## config.mk

```make
export PLATFORM = sky130hd
export DESIGN_NAME = seg7_scan_ctrl
export DESIGN_NICKNAME = d
export VERILOG_FILES = /design/src/rtl/seg7_scan_ctrl.sv
export SDC_FILE = /design/constraint.sdc
export NUM_CORES = 1
export LEC_CHECK = 0
export BUFFER_PORTS_ARGS = -buffer_cell sky130_fd_sc_hd__buf_2
export CAP_MARGIN = 20
export CORE_MARGIN = 8
export CORE_UTILIZATION = 55
export CTS_CLUSTER_SIZE = 40
export DETAILED_ROUTE_END_ITERATION = 8
export PLACE_DENSITY_LB_ADDON = 0.25
export SYNTH_ARGS = -nofsm -noshare
export SYNTH_HDL_FRONTEND = slang
export SYNTH_SLANG_ARGS = --single-unit
```

## constraint.sdc

```tcl
create_clock -name clock -period 6.2 [get_ports clock]
set_input_delay 0.93 -clock clock [delete_from_list [all_inputs] [get_ports clock]]
set_output_delay 0.93 -clock clock [all_outputs]
set_load 0.05 [all_outputs]
```

## src/rtl/seg7_scan_ctrl.sv

```systemverilog
// rtl/seg7_scan_ctrl.sv - multiplexed common-anode seven-segment display scanner
// Ports:
//   clock       system clock, rising edge
//   sys_rst_n   asynchronous reset, active-high (1 = reset)
//   enable      0 blanks every digit; scan counters keep running
//   lz_en       1 suppresses leading zeros (digit 0 never suppressed)
//   wr_en       load strobe for the wr_* shadow registers
//   wr_data     hex nibbles, digit i at [4i+3:4i], digit 0 rightmost
//   wr_dp       decimal point per digit, 1 = lit
//   wr_mask     1 = digit permanently dark
//   wr_blink    1 = digit blinks
//   control     digit select, active-low, at most one bit low
//   cube_data   segments {dp,g,f,e,d,c,b,a}, active-low
//   frame_done  one-cycle pulse after the last digit slot of a scan
module seg7_scan_ctrl #(
   parameter int DIGITS      = 8,
   parameter int CLK_DIV     = 10000,
   parameter int BLINK_TICKS = 2048
) (
   input  logic                  clock,
   input  logic                  sys_rst_n,
   input  logic                  enable,
   input  logic                  lz_en,
   input  logic                  wr_en,
   input  logic [4*DIGITS-1:0]   wr_data,
   input  logic [DIGITS-1:0]     wr_dp,
   input  logic [DIGITS-1:0]     wr_mask,
   input  logic [DIGITS-1:0]     wr_blink,
   output logic [DIGITS-1:0]     control,
   output logic [7:0]            cube_data,
   output logic                  frame_done
);

   localparam int PW = $clog2(CLK_DIV);
   localparam int IW = (DIGITS > 1) ? $clog2(DIGITS) : 1;
   localparam int BW = (BLINK_TICKS > 1) ? $clog2(BLINK_TICKS) : 1;
   localparam logic [PW-1:0] P_LAST = PW'(CLK_DIV - 1);
   localparam logic [IW-1:0] I_LAST = IW'(DIGITS - 1);
   localparam logic [BW-1:0] B_LAST = BW'(BLINK_TICKS - 1);

   logic [PW-1:0]         pcnt;
   logic [IW-1:0]         idx;
   logic [BW-1:0]         bcnt;
   logic                  bph;
   logic [4*DIGITS-1:0]   data;
   logic [DIGITS-1:0]     dp;
   logic [DIGITS-1:0]     mask;
   logic [DIGITS-1:0]     blink;

   logic                  tick;
   logic [DIGITS-1:0]     hi_zero;
   logic                  zero_acc;
   logic [DIGITS-1:0]     sel_n;
   logic [3:0]            cur_nib;
   logic                  cur_dp;
   logic                  cur_mask;
   logic                  cur_blink;
   logic                  cur_sup;
   logic                  dark;

   function automatic logic [6:0] hex_seg(input logic [3:0] v);
      case (v)
         4'h0: hex_seg = 7'h3F;
         4'h1: hex_seg = 7'h06;
         4'h2: hex_seg = 7'h5B;
         4'h3: hex_seg = 7'h4F;
         4'h4: hex_seg = 7'h66;
         4'h5: hex_seg = 7'h6D;
         4'h6: hex_seg = 7'h7D;
         4'h7: hex_seg = 7'h07;
         4'h8: hex_seg = 7'h7F;
         4'h9: hex_seg = 7'h6F;
         4'hA: hex_seg = 7'h77;
         4'hB: hex_seg = 7'h7C;
         4'hC: hex_seg = 7'h39;
         4'hD: hex_seg = 7'h5E;
         4'hE: hex_seg = 7'h79;
         default: hex_seg = 7'h71;
      endcase
   endfunction

   assign tick = (pcnt == P_LAST);

   // hi_zero[i] = nibbles i..DIGITS-1 are all zero (scan from the left edge)
   always_comb begin
      zero_acc = 1'b1;
      hi_zero  = '0;
      for (int i = DIGITS - 1; i >= 0; i--) begin
         zero_acc   = zero_acc & (data[4*i +: 4] == 4'h0);
         hi_zero[i] = zero_acc;
      end
   end

   // Mux out the shadow state of the digit currently being scanned
   always_comb begin
      cur_nib   = 4'h0;
      cur_dp    = 1'b0;
      cur_mask  = 1'b1;
      cur_blink = 1'b0;
      cur_sup   = 1'b0;
      sel_n     = '1;
      for (int i = 0; i < DIGITS; i++) begin
         if (idx == IW'(i)) begin
            cur_nib   = data[4*i +: 4];
            cur_dp    = dp[i];
            cur_mask  = mask[i];
            cur_blink = blink[i];
            cur_sup   = (i > 0) && lz_en && hi_zero[i];
            sel_n[i]  = 1'b0;
         end
      end
      dark = !enable || cur_mask || (cur_blink && bph);
   end

   always_ff @(posedge clock or posedge sys_rst_n) begin
      if (sys_rst_n) begin
         pcnt       <= '0;
         idx        <= '0;
         bcnt       <= '0;
         bph        <= 1'b0;
         data       <= '0;
         dp         <= '0;
         mask       <= '1;
         blink      <= '0;
         control    <= '1;
         cube_data  <= 8'hFF;
         frame_done <= 1'b0;
      end else begin
         pcnt <= tick ? '0 : pcnt + 1'b1;
         if (tick) begin
            idx <= (idx == I_LAST) ? '0 : idx + 1'b1;
            if (bcnt == B_LAST) begin
               bcnt <= '0;
               bph  <= ~bph;
            end else begin
               bcnt <= bcnt + 1'b1;
            end
         end
         frame_done <= tick && (idx == I_LAST);
         if (wr_en) begin
            data  <= wr_data;
            dp    <= wr_dp;
            mask  <= wr_mask;
            blink <= wr_blink;
         end
         // Outputs are computed from pre-edge idx/shadow, so they lag by one clock
         control   <= dark ? '1 : sel_n;
         cube_data <= dark ? 8'hFF : ~{cur_dp, (cur_sup ? 7'h00 : hex_seg(cur_nib))};
      end
   end

endmodule

```

Word level (Yosys, flattened, before mapping) --
Memories as Yosys holds them, arrays and structs flattened. Index checks and enable logic that the tools add are counted.
Storage, ports and cells: register bits 102, memory bits (read-only) 112, output and inout port bits 17, logic and storage cells 106, memories 1
Cells by class: add/subtract/negate cells 3, equality and inequality tests 9, muxes and demuxes 53, bitwise operators 8, reduce and logical (&&, ||, !) cells 21
Memories:
- (no name shown) | depth 16, bits a word 7, read ports 1, clocked after Yosys merged registers in 0, write ports 0, line 62 | case (v)
Operator list (count):
- two-way mux 1 bit | 39
- two-way mux 4 bit | 8
- logical NOT 4 bit | 7
- two-way mux 8 bit | 2
- adder 14 x 1 -> 14 bit, second input constant | 1
- equality test 14 bit, second input constant | 1
- two-way mux 14 bit | 1
- equality test 3 bit, second input constant | 4
- adder 11 x 1 -> 11 bit, second input constant | 1
- equality test 11 bit, second input constant | 1
- two-way mux 11 bit | 1
- logical AND 1 bit | 9
- NOT 8 bit | 1
- two-way mux 7 bit | 1
- bitwise AND 1 bit | 6
- equality test 3 x 2 -> 1 bit, second input constant | 2
- adder 3 x 1 -> 3 bit, second input constant | 1
- equality test 3 x 1 -> 1 bit, second input constant | 1
- logical NOT 3 bit | 1
- two-way mux 3 bit | 1
- logical OR 1 bit | 2
- AND reduction 2 bit | 1
- logical NOT 1 bit | 1
- NOT 1 bit | 1

Logic depth before layout (Yosys ltp) --
Gate-level depths: netlist (run 1).
depth after elaboration 18, mapped depth 13

Worst setup path before layout (run 1) --
OpenSTA, ideal clock, no wires.
kind register -> register, start point reg idx[0], end point reg cube_data[0], library setup time 0.090 ns, data arrival time 2.375 ns, required time 6.110 ns, setup slack 3.736 ns, cell stages (with the launch flop) 13, buffers on the path 2, period minus slack after synthesis 2.464 ns, cell sequence dfrtp_1 inv_1 ha_1 buf_2 clkbuf_1 nand2b_1 a32oi_1 a21oi_1 o31a_1 ha_1 or3_1 o21ai_0 o21ai_0
On the way: cells in the longest elaborated chain, start to end 13
RTL lines:
- start: declaration | line 42 | logic [IW-1:0] idx;
- start signal: assignment | line 131 | idx <= (idx == I_LAST) ? '0 : idx + 1'b1;
- logical NOT 3 bit | line 103 | if (idx == IW'(i)) begin
- two-way mux 4 bit (8 in a row) | line 103
- memory read (16 x 7 bit)
- two-way mux 7 bit | line 148 | cube_data <= dark ? 8'hFF : ~{cur_dp, (cur_sup ? 7'h00 : hex_seg(cur_nib))};
- NOT 8 bit | line 148
- two-way mux 8 bit (*) | line 148
- end signal: assignment | line 148
- end: declaration | line 30 | output logic [7:0] cube_data,
Mark *: on every way between the ends. The rest lies on a longest branch, timed or not. A chain may end at the register's enable or synchronous reset.

Worst setup path after layout (run 1) --
start point reg idx[1], end point reg cube_data[0]
The elaborated chain is that of the path after synthesis.

==> results of run 1 <==
worst max path at each step:
| stage | start | end | slack, ns | depth (start not counted) |
|---|---|---|---|---|
| 2_1_floorplan | sys_rst_n | bcnt[0] | 2.63 | 1 |
| 3_3_place_gp | idx[1] | cube_data[0] | 3.29 | 11 |
| 3_5_place_dp | idx[1] | cube_data[0] | 3.17 | 11 |
| 4_1_cts | idx[1] | cube_data[0] | 3.13 | 11 |
| 5_1_grt | idx[1] | cube_data[0] | 2.88 | 11 |
| 6_report | idx[1] | cube_data[0] | 3.14 | 11 |
sequential cells by signal (all words and copies together), names as in the netlist, 8 cells and up:
| name | cells |
|---|---|
| bcnt | 11 |
| data | 32 |
| pcnt | 14 |
| cube_data | 8 |
| mask | 8 |
| blink | 8 |
| control | 8 |
| dp | 8 |
where the power goes:
| part | switching [mW] | total [mW] | leakage (nW) | internal (mW) |
|---|---|---|---|---|
| Clock | 0.241 | 0.433 | 0.102 | 0.192 |
| Combinational | 0.0851 | 0.156 | 1.05 | 0.0713 |
| Sequential | 0.0294 | 0.744 | 1.22 | 0.714 |
cells by family (layout without fill, tap and decap cells):
logic type               Yosys count  in the layout  share of synthesized area (%)
flip-flops                       102            102                           52.8
XOR/XNOR                          18             18                           3.22
multiplexers                      56             56                           12.8
buffers and inverters             32            106                           2.79
adder cells (fa/ha/maj)           14             14                           3.58
AO/OA/AOI/OAI                     85             85                           11.1
AND/OR/NAND/NOR                  130            130                           13.6
synth_stat cells, types with 4 or more instances:
cell	number	area (µm²)
sky130_fd_sc_hd__nand3_1	16	80.1
sky130_fd_sc_hd__o21ai_0	22	110
sky130_fd_sc_hd__xnor2_1	12	105
sky130_fd_sc_hd__clkbuf_1	15	56.3
sky130_fd_sc_hd__inv_1	10	37.5
sky130_fd_sc_hd__buf_2	4	20.0
sky130_fd_sc_hd__o31ai_1	4	30.0
sky130_fd_sc_hd__nor2b_1	8	50.1
sky130_fd_sc_hd__nand2_1	36	135
sky130_fd_sc_hd__a22oi_1	4	30.0
sky130_fd_sc_hd__xor2_1	6	52.6
sky130_fd_sc_hd__a21oi_1	23	115
sky130_fd_sc_hd__nand4_1	6	37.5
sky130_fd_sc_hd__nor4_1	5	31.3
sky130_fd_sc_hd__and2_1	4	25.0
sky130_fd_sc_hd__nor2_1	20	75.1
sky130_fd_sc_hd__mux2_2	53	597
sky130_fd_sc_hd__ha_1	14	175
sky130_fd_sc_hd__dfstp_2	24	631
sky130_fd_sc_hd__dfrtp_1	78	1950
sky130_fd_sc_hd__and3_1	8	50.1
sky130_fd_sc_hd__nand2b_1	9	56.3
sky130_fd_sc_hd__a32oi_1	5	43.8
sky130_fd_sc_hd__nor3_1	4	20.0
metrics by stage:
step,instances,utilization (%),total power [mW]
global placement,603,61.4,0.908
floorplan,437,-,0.859
detailed placement,603,61.4,0.912
finish,619,63.8,1.33
CTS,619,63.8,1.35
global route,619,63.8,1.39
per-layer routing:
| layer | up-vias | track usage [%] | part of all wire (%) |
|---|---|---|---|
| li1 | 1703 | - | - |
| met1 | 1721 | 22.5 | 42 |
| met2 | 103 | 31.1 | 50 |
| met3 | 21 | 4.94 | 6.8 |
| met4 | 0 | 5.90 | 1.7 |
| met5 | - | 0 | 0 |
worst reg2reg max path, cell delays in order, from the launching register on:
cell	delay (ns)
sky130_fd_sc_hd__dfrtp_1	0.41
sky130_fd_sc_hd__inv_1	0.10
sky130_fd_sc_hd__ha_1	0.67
sky130_fd_sc_hd__inv_1	0.18
sky130_fd_sc_hd__and3_1	0.23
sky130_fd_sc_hd__a21oi_1	0.10
sky130_fd_sc_hd__a21oi_1	0.09
sky130_fd_sc_hd__o31a_1	0.38
sky130_fd_sc_hd__ha_1	0.27
sky130_fd_sc_hd__or3_1	0.38
sky130_fd_sc_hd__o21ai_0	0.07
sky130_fd_sc_hd__o21ai_0	0.10
final cells by class:
| class | count | share of cell area, % |
|---|---|---|
| Sequential cell | 102 | 46.7 |
| Inverter | 11 | 0.791 |
| Multi-Input combinational cell | 303 | 39.2 |
| Tap cell | 108 | 2.44 |
| Clock buffer | 9 | 2.24 |
| Clock inverter | 7 | 1.45 |
| Timing Repair Buffer | 79 | 7.23 |
==> flow_summary.json, run 1 <==
{
  "timing.critical_path.cells": "inv_1, ha_1, inv_1, and3_1, a21oi_1, a21oi_1, o31a_1, ha_1, or3_1, o21ai_0, o21ai_0",
  "ant_nets": 0,
  "max-slew-margin-rel_pct": 48.3,
  "wire_per_inst_um": 17.2,
  "grt_start_max_net_pins": 60,
  "cts.clk_slew.worst_paths_ns": 0.10,
  "power.static_leakage_nw": 2.38,
  "multi_input_area_um2": 2170,
  "dominantRegCellSynth": "sky130_fd_sc_hd__dfrtp_1",
  "area_growth_syn_to_layout_pct": 13.2,
  "netlist_instances": 437,
  "synth-seq-area-share_pct": 52.8,
  "cts_root_buf": "sky130_fd_sc_hd__clkbuf_8",
  "drv.max_cap_violation_count": 0,
  "totalWireLength_mm": 10.7,
  "insertedDiodeCount": 0,
  "antenna_found_initial": 0,
  "detail_route.iter0.violations": 189,
  "max_slew.worst_pin.slew_ns": 0.775,
  "tritoncts_clock_tree": "built",
  "postSynthRegisterBits": 102,
  "whs_endpoint": "bcnt[10]",
  "ir_worst_vdd_mv": 0.130,
  "crit_path_max_incr_delay_ns": 0.67,
  "yosysWarnings": 0,
  "worst-path-buf-inv": 2,
  "finClkSkew_ns": 0.0146,
  "timing.reg2reg.worst_path_depth": 11,
  "post-place-ws_ns": 3.17,
  "post-dp-hpwl_mm": 7.66,
  "detail_route.drc_violations": 0,
  "layout_worst_path_cycle_share_pct": 49.4,
  "finalNetCount": 581,
  "io_buffers": 77,
  "timing_max_transition_violations_final": 0,
  "timing.hold.ws_ns": 0.471,
  "post_cts_buffers": 0,
  "layout.cell_area.non_filler_um2": 5540,
  "timing.critical_path.from_type": "flop",
  "worst_hold_path_type": "reg2reg",
  "number_of_enable_flip_flop_cells_after_synthesis": 0,
  "htree_num_levels": 3,
  "fp-row-count": 34,
  "ff_latch_area_um2": 2580,
  "via_count_of_the_first_global_routing_pass": 3738,
  "timing_worst_setup_path_type": "reg2reg",
  "netlist-cell-type-count": 52,
  "vias": 3548,
  "fin_tns_setup_ns": 0,
  "nFillCells": 708,
  "timing.critical_path.fanout_max": 24,
  "dieHeight_um": 110,
  "number_of_search_and_repair_iterations_in_the_first_detailed_routing_pass": 5,
  "critical-path-top-delay-family": "adder cells",
  "cts_made_buffers": 9,
  "asyncSetResetFlopFracSynth_pct": 100,
  "first_pass_grt_wire_length_mm": 17.7,
  "grt_util_all_layers_pct": 18.4,
  "post_cts_resize_count": 0,
  "dieArea_um2": 12200,
  "post-route-min-period_ns": 3.06,
  "core_area_um2": 8680,
  "hold_buffers": 0,
  "chipWidth_um": 110,
  "synth_fp_nets": 512,
  "p_per_area_nw_per_um2": 241,
  "max_freq_ghz": 0.326,
  "timing.final.setup_violations": 0,
  "clk_sinks": 102,
  "place_congestion": 0.882,
  "timing.hold.worst_path_depth": 1,
  "reg2reg_setup_slack_ns": 3.14,
  "type_of_element_capturing_the_critical_path": "flop",
  "clkLatencyLatePin_ns": 0.37,
  "post_synth.cell_area_avg_um2": 11.2,
  "run_status": "finished, final reports clean",
  "ios": 78,
  "most_common_cell_after_layout_fill_and_taps_aside": "sky130_fd_sc_hd__dfrtp_1",
  "grt_remaining_overflow": 0,
  "critPathRequiredTime_ns": 6.50,
  "final-hold-violation-count": 0,
  "timing.rr.end": "cube_data[0]",
  "final_cell_mix": "78 x sky130_fd_sc_hd__dfrtp_1, 77 x sky130_fd_sc_hd__buf_2, 53 x sky130_fd_sc_hd__mux2_2",
  "worst_path_max_delay_cell": "sky130_fd_sc_hd__ha_1",
  "drive_above_1_share_pct": 34.8,
  "synth_area_um2": 4890,
  "cts-root-to-sink-buffers": 2,
  "worst_r2r_startpoint": "idx[1]",
  "start_util_pct": 56.3,
  "setup_ws_ns": 3.14,
  "timing.hold.worst.start": "bcnt[10]",
  "via_per_inst": 5.73,
  "dpl_cell_area_um2": 5330,
  "critPathArrivalTime_ns": 3.36,
  "grt_setup_unrepaired": "no"
}
(Power assumes the default switching activity.)
==> run 2, diff against run 1 <==
Settings changed: CORE_UTILIZATION 55 to 51.
Clock period 6.2 ns to 2.5 ns, I/O delays scaled along.
==> run 2 against run 1 <==
Effect of this change:
- maximum frequency grew 29%
- sequential cell count is the same
- hold slack lost 0.39 ns
- utilization shrank 0.70 points
- count of clock-buffer cells in the layout is the same
- wire length grew 5.2%
- register-to-register slack lost 3.0 ns
- combinational power grew to 2.6 times the previous value
- sequential power grew 150%
- total power grew to 2.5 times the previous value
- design area grew 5.8%
- largest cell class unchanged
==> flow_summary.json, run 2 (synthesized netlist as in run 1, its figures left out) <==
{
  "run_status": "finished, final reports clean",
  "routed-wl-met3_um": 506,
  "met1_length_mm": 4.85,
  "setup_ws_ns": 0.120,
  "nFillCells": 786,
  "clk_sinks": 102,
  "timing.critical_path.fanout_max": 9,
  "via_count_of_the_first_global_routing_pass": 3907,
  "hold_buffers": 0,
  "chipWidth_um": 114,
  "insertedDiodeCount": 0,
  "critPathRequiredTime_ns": 2.80,
  "place_congestion": 0.865,
  "ir_worst_vdd_mv": 0.428,
  "critical_path.startpoint": "idx[0]",
  "vias": 3655,
  "dr.max_layer_used": "met4",
  "final_cell_mix": "77 x sky130_fd_sc_hd__dfrtp_1, 77 x sky130_fd_sc_hd__buf_2, 53 x sky130_fd_sc_hd__mux2_2",
  "start_util_pct": 52.7,
  "ant_nets": 0,
  "io_buffers": 77,
  "dieArea_um2": 13000,
  "tritoncts_clock_tree": "built",
  "clkLatencyLatePin_ns": 0.38,
  "largest_registers": "data (32), pcnt (14), bcnt (11)",
  "drv.max_cap_violation_count": 0,
  "critPathArrivalTime_ns": 2.68,
  "cts_made_buffers": 9,
  "max_freq_ghz": 0.420,
  "dieHeight_um": 114,
  "drive_above_1_share_pct": 40.3,
  "detail_route.drc_violations": 0,
  "timing.critical_path.from_type": "flop",
  "post-place-ws_ns": -0.0188,
  "finClkSkew_ns": 0.0112,
  "detail_route.iter0.violations": 181,
  "ios": 78,
  "totalWireLength_mm": 11.2,
  "timing.final.setup_violations": 0,
  "met2_wirelength_mm": 5.67,
  "timing.hold.ws_ns": 0.0815,
  "grt_setup_unrepaired": "yes",
  "timing_max_transition_violations_final": 0,
  "worst_hold_path_type": "in2async",
  "cts-root-to-sink-buffers": 2,
  "via_per_inst": 5.50,
  "final-hold-violation-count": 0,
  "antenna_found_initial": 0,
  "type_of_element_capturing_the_critical_path": "flop",
  "grt_start_max_net_pins": 103,
  "area_growth_syn_to_layout_pct": 19.8,
  "cts.clk_slew.worst_paths_ns": 0.10,
  "cts_root_buf": "sky130_fd_sc_hd__clkbuf_8",
  "timing_worst_setup_path_type": "reg2reg",
  "core_area_um2": 9280,
  "max-slew-margin-rel_pct": 61.8,
  "grt_remaining_overflow": 0,
  "wire_per_inst_um": 16.9,
  "fp-row-count": 35,
  "largest_register_ffs": 32,
  "max_slew.worst_pin.slew_ns": 0.574,
  "grt_util_all_layers_pct": 17.7,
  "number_of_search_and_repair_iterations_in_the_first_detailed_routing_pass": 4,
  "power.static_leakage_nw": 2.52,
  "regMostFlops": "data",
  "first_pass_grt_wire_length_mm": 18.4,
  "post-dp-hpwl_mm": 8.15,
  "layout_worst_path_cycle_share_pct": 95.2,
  "post-route-min-period_ns": 2.38,
  "finalNetCount": 606,
  "worst_r2r_startpoint": "idx[0]",
  "p_per_area_nw_per_um2": 572,
  "htree_num_levels": 3
}
==> run 2: layout make-up <==
class | count | area (µm²) | area share [%]
timing repair buffer | 104 | 613 | 10.5
clock buffer | 9 | 124 | 2.11
clock inverter | 7 | 87.6 | 1.50
multi-input combinational | 303 | 2240 | 38.3
inverter | 11 | 45.0 | 0.769
sequential | 102 | 2580 | 44.1
tap | 129 | 161 | 2.76
==> run 2: path summary, 6_finish.rpt <==
kind                                endpoint  slack (ns)  cells after the start
max in group asynchronous              dp[0]        1.93                      3
worst min register to register      bcnt[10]        0.47                      1
worst max-delay path            cube_data[0]        0.12                      9
min in group clock                control[7]        0.16                      2
worst max register to register  cube_data[0]        0.12                      9
worst min-delay path                blink[1]        0.08                      3
==> run 2: metrics by stage <==
stage,utilization (%),TNS (ns),cells,total power [mW],instance area (µm²)
after floorplan,-,0,437,2.13,4890
after global placement,59.8,-0.00389,646,2.27,5550
after detailed placement,59.8,-0.0211,646,2.28,5550
after CTS,62.2,0,662,3.39,5770
after global routing,63.1,-0.0750,665,3.49,5860
final,63.1,0,665,3.35,5860
==> run 2: timing repair <==
item / 4_1_cts / 5_1_grt
pin swaps: 0 / 4
buffers inserted: 0 / 3
resized for setup: 5 / 15
setup endpoints to repair: 5 / 7
==> run 2: where the power goes <==
| part | internal (mW) | switching, mW |
|---|---|---|
| combinational | 0.197 | 0.216 |
| sequential | 1.77 | 0.0725 |
| clock | 0.487 | 0.607 |
==> run 2: critical path, stage by stage, from the launching register on <==
cell and delay (ns):
sky130_fd_sc_hd__dfrtp_1 0.43, sky130_fd_sc_hd__ha_1 0.27, sky130_fd_sc_hd__ha_4 0.22, sky130_fd_sc_hd__a32oi_1 0.22, sky130_fd_sc_hd__a21oi_1 0.09, sky130_fd_sc_hd__o31a_1 0.32, sky130_fd_sc_hd__ha_1 0.21, sky130_fd_sc_hd__or3_1 0.37
sky130_fd_sc_hd__o21ai_0 0.08, sky130_fd_sc_hd__o21ai_1 0.09
==> run 2: layer usage <==
layer  vias up  GRT usage, %
met3        22          4.54
met5         -             0
met4         0          7.01
met1      1796          20.2
li1       1755             -
met2        82          30.9
